[config.mk]
export PLATFORM = sky130hd
export DESIGN_NAME = branch_resolve_unit
export DESIGN_NICKNAME = d
export VERILOG_FILES = /design/src/rtl/branch_resolve_unit.sv
export SDC_FILE = /design/constraint.sdc
export NUM_CORES = 1
export LEC_CHECK = 0
export ABC_AREA = 1
export CORE_MARGIN = 4
export CORE_UTILIZATION = 30
export DETAILED_ROUTE_END_ITERATION = 12
export SLEW_MARGIN = 20
export SYNTH_ARGS = -nofsm -noshare
export SYNTH_HDL_FRONTEND = slang
export SYNTH_SLANG_ARGS = --single-unit
[constraint.sdc]
create_clock -name i_clk -period 5.5 [get_ports i_clk]
set_input_delay 0.55 -clock i_clk [delete_from_list [all_inputs] [get_ports i_clk]]
set_output_delay 0.55 -clock i_clk [all_outputs]
set_load 0.02 [all_outputs]
[src/rtl/branch_resolve_unit.sv]
// branch_resolve_unit
// Execute-stage branch/jump resolution for the RV32I core: evaluates the
// condition and target for conditional branches, JAL and JALR, produces the
// link value, detects mispredicts against the fetch prediction, and owns a
// 2-bit saturating branch history table read combinationally by fetch.
// Results pass through one registered valid/ready output stage.
// Optional feature macro: BRU_PERF_CNT_EN (adds branch/mispredict counters).

module branch_resolve_unit #(
  parameter  int XLEN      = 32,
  parameter  int BHT_DEPTH = 64,
  localparam int BHT_IDX_W = $clog2(BHT_DEPTH)
) (
  input  logic            i_clk,
  input  logic            i_rstn,
  input  logic            i_valid,
  output logic            o_ready,
  input  logic [XLEN-1:0] i_opA,
  input  logic [XLEN-1:0] i_opB,
  input  logic [XLEN-1:0] i_offset,
  input  logic [XLEN-1:0] i_pc,
  input  logic [2:0]      i_instr_type,
  input  logic            i_pred_taken,
  input  logic [XLEN-1:0] i_pred_target,
  output logic            o_valid,
  input  logic            i_ready,
  output logic            o_jump,
  output logic [XLEN-1:0] o_target,
  output logic [XLEN-1:0] o_link,
  output logic            o_wr_en,
  output logic            o_mispredict,
  output logic [XLEN-1:0] o_redirect_pc,
  output logic            o_misalign,
  input  logic [XLEN-1:0] i_lookup_pc,
  output logic            o_pred_taken
`ifdef BRU_PERF_CNT_EN
  ,
  output logic [31:0]     o_br_cnt,
  output logic [31:0]     o_mispred_cnt
`endif
);

  typedef enum logic [2:0] {
    OP_BEQ  = 3'd0,
    OP_BNE  = 3'd1,
    OP_BLT  = 3'd2,
    OP_BLTU = 3'd3,
    OP_BGE  = 3'd4,
    OP_BGEU = 3'd5,
    OP_JALR = 3'd6,
    OP_JAL  = 3'd7
  } instr_type_e;

  instr_type_e op_type;
  logic        accept;
  logic        is_cond;

  logic [XLEN-1:0] pc_rel_sum;
  logic [XLEN-1:0] jalr_sum;
  logic [XLEN-1:0] link;

  logic            taken;
  logic [XLEN-1:0] target;
  logic            misalign;
  logic            mispredict;
  logic [XLEN-1:0] redirect_pc;
  logic            wr_en;

  logic            valid_q,       valid_d;
  logic            jump_q,        jump_d;
  logic [XLEN-1:0] target_q,      target_d;
  logic [XLEN-1:0] link_q,        link_d;
  logic            wr_en_q,       wr_en_d;
  logic            mispredict_q,  mispredict_d;
  logic [XLEN-1:0] redirect_pc_q, redirect_pc_d;
  logic            misalign_q,    misalign_d;

  logic [1:0]           bht_q [BHT_DEPTH];
  logic [1:0]           bht_d [BHT_DEPTH];
  logic [BHT_IDX_W-1:0] upd_idx;
  logic [BHT_IDX_W-1:0] lookup_idx;

  logic unused_bits;

  assign op_type    = instr_type_e'(i_instr_type);
  assign is_cond    = (i_instr_type < 3'd6);
  assign o_ready    = !valid_q || i_ready;
  assign accept     = i_valid && o_ready;

  assign pc_rel_sum = i_pc + i_offset;
  assign jalr_sum   = i_opA + i_offset;
  assign link       = i_pc + XLEN'(4);

  assign upd_idx    = i_pc[BHT_IDX_W+1:2];
  assign lookup_idx = i_lookup_pc[BHT_IDX_W+1:2];

  // Bits that never influence any result are gathered here so they are visibly ignored.
  assign unused_bits = ^{jalr_sum[0], i_lookup_pc[XLEN-1:BHT_IDX_W+2], i_lookup_pc[1:0]};

  // Resolve condition, target, alignment and mispredict for the offered operation.
  always_comb begin
    taken = 1'b0;
    case (op_type)
      OP_BEQ:  taken = (i_opA == i_opB);
      OP_BNE:  taken = (i_opA != i_opB);
      OP_BLT:  taken = ($signed(i_opA) <  $signed(i_opB));
      OP_BLTU: taken = (i_opA <  i_opB);
      OP_BGE:  taken = ($signed(i_opA) >= $signed(i_opB));
      OP_BGEU: taken = (i_opA >= i_opB);
      OP_JALR: taken = 1'b1;
      OP_JAL:  taken = 1'b1;
      default: taken = 1'b0;
    endcase
    target      = (op_type == OP_JALR) ? {jalr_sum[XLEN-1:1], 1'b0} : pc_rel_sum;
    misalign    = taken && target[1];
    mispredict  = !misalign &&
                  ((taken != i_pred_taken) || (taken && (i_pred_target != target)));
    redirect_pc = taken ? target : link;
    wr_en       = !is_cond && !misalign;
  end

  // Output stage next state: load on accept, drop valid once the result is taken.
  always_comb begin
    valid_d       = valid_q;
    jump_d        = jump_q;
    target_d      = target_q;
    link_d        = link_q;
    wr_en_d       = wr_en_q;
    mispredict_d  = mispredict_q;
    redirect_pc_d = redirect_pc_q;
    misalign_d    = misalign_q;
    if (accept) begin
      valid_d       = 1'b1;
      jump_d        = taken;
      target_d      = target;
      link_d        = link;
      wr_en_d       = wr_en;
      mispredict_d  = mispredict;
      redirect_pc_d = redirect_pc;
      misalign_d    = misalign;
    end else if (i_ready) begin
      valid_d       = 1'b0;
    end
  end

  // Output stage registers; reset clears everything and discards a pending result.
  always_ff @(posedge i_clk) begin
    if (!i_rstn) begin
      valid_q       <= 1'b0;
      jump_q        <= 1'b0;
      target_q      <= '0;
      link_q        <= '0;
      wr_en_q       <= 1'b0;
      mispredict_q  <= 1'b0;
      redirect_pc_q <= '0;
      misalign_q    <= 1'b0;
    end else begin
      valid_q       <= valid_d;
      jump_q        <= jump_d;
      target_q      <= target_d;
      link_q        <= link_d;
      wr_en_q       <= wr_en_d;
      mispredict_q  <= mispredict_d;
      redirect_pc_q <= redirect_pc_d;
      misalign_q    <= misalign_d;
    end
  end

  // BHT next state: saturating train of the indexed counter on accepted conditional branches.
  always_comb begin
    bht_d = bht_q;
    if (accept && is_cond) begin
      if (taken) begin
        if (bht_q[upd_idx] != 2'b11) bht_d[upd_idx] = bht_q[upd_idx] + 2'b01;
      end else begin
        if (bht_q[upd_idx] != 2'b00) bht_d[upd_idx] = bht_q[upd_idx] - 2'b01;
      end
    end
  end

  // BHT storage; every counter restarts weakly not-taken.
  always_ff @(posedge i_clk) begin
    if (!i_rstn) begin
      for (int i = 0; i < BHT_DEPTH; i++) bht_q[i] <= 2'b01;
    end else begin
      bht_q <= bht_d;
    end
  end

  assign o_valid       = valid_q;
  assign o_jump        = jump_q;
  assign o_target      = target_q;
  assign o_link        = link_q;
  assign o_wr_en       = wr_en_q;
  assign o_mispredict  = mispredict_q;
  assign o_redirect_pc = redirect_pc_q;
  assign o_misalign    = misalign_q;

  // The lookup reads the registered table, so a same-cycle update is not visible yet.
  assign o_pred_taken  = bht_q[lookup_idx][1];

`ifdef BRU_PERF_CNT_EN
  logic [31:0] br_cnt_q,      br_cnt_d;
  logic [31:0] mispred_cnt_q, mispred_cnt_d;

  // Count completed result handshakes and the mispredicting subset.
  always_comb begin
    br_cnt_d      = br_cnt_q;
    mispred_cnt_d = mispred_cnt_q;
    if (valid_q && i_ready) begin
      br_cnt_d = br_cnt_q + 32'd1;
      if (mispredict_q) mispred_cnt_d = mispred_cnt_q + 32'd1;
    end
  end

  // Counter registers, free-running with natural wrap.
  always_ff @(posedge i_clk) begin
    if (!i_rstn) begin
      br_cnt_q      <= '0;
      mispred_cnt_q <= '0;
    end else begin
      br_cnt_q      <= br_cnt_d;
      mispred_cnt_q <= mispred_cnt_d;
    end
  end

  assign o_br_cnt      = br_cnt_q;
  assign o_mispred_cnt = mispred_cnt_q;
`endif

endmodule

# Word-level counts from Yosys, hierarchy flattened

Cells that the tools add are included.
Widths: inputs -> output; s select.

$add $sub $neg: 5
Order comparisons: 8
Equal/unequal tests: 13
Mux-type cells: 18
Bitwise logic cells: 2
Reduce and logical (&&, ||, !) cells: 18

Operators with widths:

| operator              | count |
|---|---|
| $mux 128              | 3 |
| $bwmux 128            | 2 |
| $add 32x32->32        | 2 |
| $ge 32x32->1          | 2 |
| $lt 32x32->1          | 2 |
| $mux 32               | 2 |
| $ne 32x32->1          | 2 |
| $add 32x3->32 const B | 1 |
| $eq 32x32->1          | 1 |
| $bmux 2 s6            | 2 |
| $ge 7x7->1 const B    | 2 |
| $not 6->7             | 2 |
| $demux 2 s6           | 1 |
| $eq 3x3->1 const B    | 4 |
| $mux 2                | 5 |
| $logic_and 1x1->1     | 7 |
| $lt 7x1->1 const B    | 1 |
| $pmux 1 s7            | 1 |
| $eq 3x2->1 const B    | 2 |
| $reduce_bool 2->1     | 3 |
| $eq 3x1->1 const B    | 1 |
| $logic_not 1->1       | 3 |
| $logic_not 3->1       | 1 |
| $lt 3x3->1 const B    | 1 |
| other kinds (9)       | 11 |

Bits in registers: 229
Input bits: 200
Output and inout port bits: 103
Word-level logic and storage cells: 136

# Depth between registers and ports, before layout

Depth in word-level cells: 8
Gate-level depth with buffers: 25
Mapped depth without buffers: 24

# Worst setup path after synthesis

Ideal clock, no wire load.

Path type: input-to-reg
Start: input i_pc[4]
End: register bht_q[117] in the netlist's numbering
Setup time: 0.064 ns
Arrival: 3.210 ns
Required time: 5.436 ns
Setup slack: 2.227 ns
Stages: 16
Buffers on the path: 4
Path through: buf_4 -> inv_1 -> nor2_1 -> nand2_1 -> buf_2 -> buf_1 -> o22ai_1 -> o41ai_1 -> nand2_1 -> nor4_1 -> inv_1 -> ha_1 -> xor2_4 -> buf_6 -> nor2_1 -> nor2_1

Cells in the longest elaborated chain, start to end: 8
Elaborated cells between the ends (all ways): 21
Classes of those cells: add/sub: 2; order compare: 2; eq/ne: 2; mux: 10; bitwise: 1; reduce/logical: 4

RTL lines:

| what                                                              | line     | source |
|---|---|---|
| start: declaration                                                | 21       | `input logic [XLEN-1:0] i_pc,` |
| $not 6->7 (implied by the code) (*)                               | 174, 176 |  |
| $bmux 2 s6 (tied with other cells)                                | 174, 176 |  |
| $mux 2 (implied by the code) or $logic_and 1x1->1 (tied branches) | 174, 176 |  |
| $mux 2 (implied by the code)                                      | 174, 176 |  |
| $sub 2x1->2 (tied with other cells)                               | 176      | `if (bht_q[upd_idx] != 2'b00) bht_d[upd_idx] = bht_q[upd_idx] - 2'b01;` |
| $bwmux 128 (on tied branches)                                     | 176, 174 |  |
| $mux 128 (on tied branches)                                       | 176, 174 |  |
| $mux 128                                                          | 173      | `if (taken) begin` |
| end signal: assignment                                            | 186      | `bht_q <= bht_d;` |
| end: declaration                                                  | 78       | `logic [1:0] bht_q [BHT_DEPTH];` |

Mark *: on every way between the ends. The rest lies on a longest branch, timed or not. The select of a mux whose other input is x is not followed.
A chain may end at the register's enable or synchronous reset.

# Final worst setup path

Start: input i_lookup_pc[2]
End: output o_pred_taken

Cells in the longest elaborated chain, start to end: 4

RTL lines:

| what                                      | line | source |
|---|---|---|
| start: declaration                        | 34   | `input logic [XLEN-1:0] i_lookup_pc,` |
| $not 6->7 (implied by the code)           | 200  | `assign o_pred_taken = bht_q[lookup_idx][1];` |
| $bmux 2 s6                                | 200  |  |
| $mux 2 (implied by the code) (2 in a row) | 200  |  |
| end: declaration                          | 35   | `output logic o_pred_taken` |

No other way between the ends. The select of a mux whose other input is x is not followed.

==> impl_metrics.py <==
metrics = {
    "status": {
        "status": "finished clean",
    },
    "clocking": {
        "h-tree-depth": 1,
        "cts.clk_slew.worst_paths_ns": 0.06,
        "cts-buffers-inserted": 24,
        "cts.sinks": 229,
        "cts_resized": 0,
        "cts_tree": "yes",
        "hold_buffers": 0,
        "post_cts_buffers": 0,
        "clockRootBuffer": "clkbuf_16",
        "insertion_delay_ns": 0.55,
        "cts_buffer_depth": 3,
    },
    "synth": {
        "netlist.area_leader.share": 0.256,
        "synth_edf_count": 0,
        "synth_xor_area_frac": 0.0162,
        "netlist-cell-type-count": 49,
        "syn-num-nets": 3294,
        "yosysWarnings": 0,
        "synthCells": 2996,
        "async_reset_ff_frac": 0,
        "synthTopCellsByCount": "nand2_1 (798), inv_1 (410), nor2_1 (398)",
        "yosys-top-cells-area": "dfxtp_1 (26%), nand2_1 (17%), inv_1 (8.6%), nor2_1 (8.3%), nand3_1 (7.7%)",
        "syn_area_per_cell_um2": 5.97,
        "synthMuxAreaShare": 0,
        "ys_seq_area_frac": 0.256,
        "synth-compound-area-share": 0.132,
        "synth_top_flop_cell": "dfxtp_1",
        "synth_fa_ha_area_frac": 0.0694,
        "synth_top_family_by_area": "simple AND/OR/NAND/NOR gates",
        "yosys.area_share.simple": 0.405,
        "synth_most_common_cell": "nand2_1",
        "synth-seq-cells": 229,
        "yosys.area.top_type": "dfxtp_1",
        "synth_area_um2": 17900,
    },
    "timing": {
        "post-route-min-period_ns": 4.16,
        "rsz0062_at_grt": "false",
        "fin_setup_tns_ns": 0,
        "whs_ns": 0.455,
        "setup_viol": 0,
        "setup_ws_ns": 1.34,
        "finalCritPeriodShare": 0.757,
        "slew_viol_final": 0,
        "hold_viol_final": 0,
        "slew_headroom": 0.393,
        "fin_skew_ns": 0.0335,
        "tightest_slew_ns": 0.910,
        "max_freq_mhz": 240,
    },
    "place": {
        "port_buffers": 276,
        "dp.final_hpwl_um": 55100,
        "gp_congestion": 0.945,
        "placed_cell_area_um2": 21400,
        "pre_cts_ws_ns": 0.859,
    },
    "routing": {
        "drt_wl_total_um": 72200,
        "drc": 0,
        "post_drt_via_cell_ratio": 5.10,
        "ant_nets": 0,
        "first_pass_iters": 6,
        "via_count": 20401,
        "dr.first_iter.drc_count": 1878,
        "wl_per_cell_um": 18.1,
    },
    "power": {
        "clock_power_share": 0.339,
        "p_sw_frac": 0.351,
        "combPwrFrac": 0.313,
        "seq_power_share": 0.348,
        "p_sw_uw": 1800,
        "ir_drop_mv": 0.237,
        "leakagePower_uw": 0.0107,
        "p_int_uw": 3330,
        "power.density_nw_per_um2": 231,
    },
    "die": {
        "ios": 303,
        "fp.coreArea_um2": 59000,
        "die_y_um": 252,
        "die_w_um": 252,
        "dieArea_um2": 63600,
        "fp-row-count": 89,
        "start_util": 0.303,
    },
    "setup_path": {
        "worst-endpoint-arrival_ns": 3.61,
        "cp-start-kind": "input port",
        "crit_fanout": 19,
        "worst_setup_path_end_kind": "output port",
        "worstRegToRegCells": 10,
        "critPathRequiredTime_ns": 4.95,
        "crit_type": "input port to output port",
    },
    "cells_and_area": {
        "area_growth_pct": 24.3,
        "final_area_um2": 22200,
        "layout-drive-gt1-share": 0.0295,
        "nNetsFinal": 3503,
        "fin_util": 0.377,
    },
    "run": {
        "max-cap-violations": 0,
    },
    "global_routing": {
        "grt_overflow": 0,
        "gr-usage-all-layers": 0.218,
        "grt_pass1_wl_um": 110000,
        "antenna_found_initial": 7,
        "grt_start_max_net_pins": 74,
        "grt_pass1_vias": 18655,
    },
    "worst_hold_path": {
        "holdPathStages": 2,
        "min_path_type": "input port to flop",
    },
}
-- critical path: stages --
cell and delay [ns]:
clkdlybuf4s50_1 0.48, clkinv_1 0.55, o21ai_0 0.38, a21oi_1 0.09
o311ai_0 0.45, o311ai_0 0.27, o211ai_1 0.14, o31ai_1 0.13
clkdlybuf4s50_1 0.56
-- area by class of cell --
type / instances / area, um^2
inverters: 420 / 1580
diodes: 4 / 10.0
clock inverters: 7 / 125
repair buffers: 314 / 3140
multi-input cells: 2216 / 11200
fillers: 6440 / 36800
flip-flops and latches: 229 / 4580
clock buffers: 34 / 688
well taps: 773 / 967
-- final timing paths --
path	start	to	slack, ns
worst max register to register	o_valid	bht_q[33]	2.55
worst max-delay path	i_lookup_pc[2]	o_pred_taken	1.34
worst min-delay path	i_rstn	flop	0.46
worst min register to register	flop	flop	0.47
-- metal layers --
metal  global-route usage  wire [um]
met1                0.280      30500
met2                0.359      32500
met3               0.0610       6730
met4               0.0629       2390
met5                    0         62
-- placed cells by master, fill, tap and decap left out, types with 3 or more instances in the layout --
cell	n
nand2_1	796
inv_1	408
nor2_1	398
nand3_1	276
clkdlybuf4s50_1	275
dfxtp_1	229
nand4_1	154
o21ai_0	125
a21oi_1	101
ha_1	96
o22ai_1	63
buf_4	31
nor3_1	30
o211ai_1	29
clkbuf_16	24
o31ai_1	22
nand3b_1	19
xor2_1	19
o41ai_1	13
xnor2_1	11
a221oi_1	9
o21bai_1	9
nor4_1	8
buf_12	7
clkinv_1	6
o21a_1	5
clkbuf_1	5
clkbuf_8	5
diode_2	4
inv_2	4
nand2_2	3
clkinv_2	3
or2_2	3
a31oi_1	3
bufinv_16	3
-- per-stage QoR --
| step | cells | power [uW] |
|---|---|---|
| 3_5_place_dp | 3952 | 3420 |
| 3_3_place_gp | 3952 | 3410 |
| 4_1_cts | 3993 | 5160 |
| 2_1_floorplan | 2996 | 2750 |
| 6_report | 3997 | 5130 |
| 5_1_grt | 3994 | 5420 |
-- power groups by stage --
stage | Sequential [uW] | Clock [uW] | Combinational (uW)
finish | 1790 | 1740 | 1600
global route | 1790 | 1850 | 1770
CTS | 1790 | 1770 | 1600
detailed placement | 1820 | 0 | 1600
global placement | 1820 | 0 | 1590
floorplan | 1900 | 0 | 847
-- logic make-up after synthesis --
logic type | Yosys count
compound gates | 394
fa+ha+maj | 98
flops | 229
buf+inv | 551
xor+xnor | 31
simple gates | 1693
No activity file was read; power rests on OpenSTA's default activity.
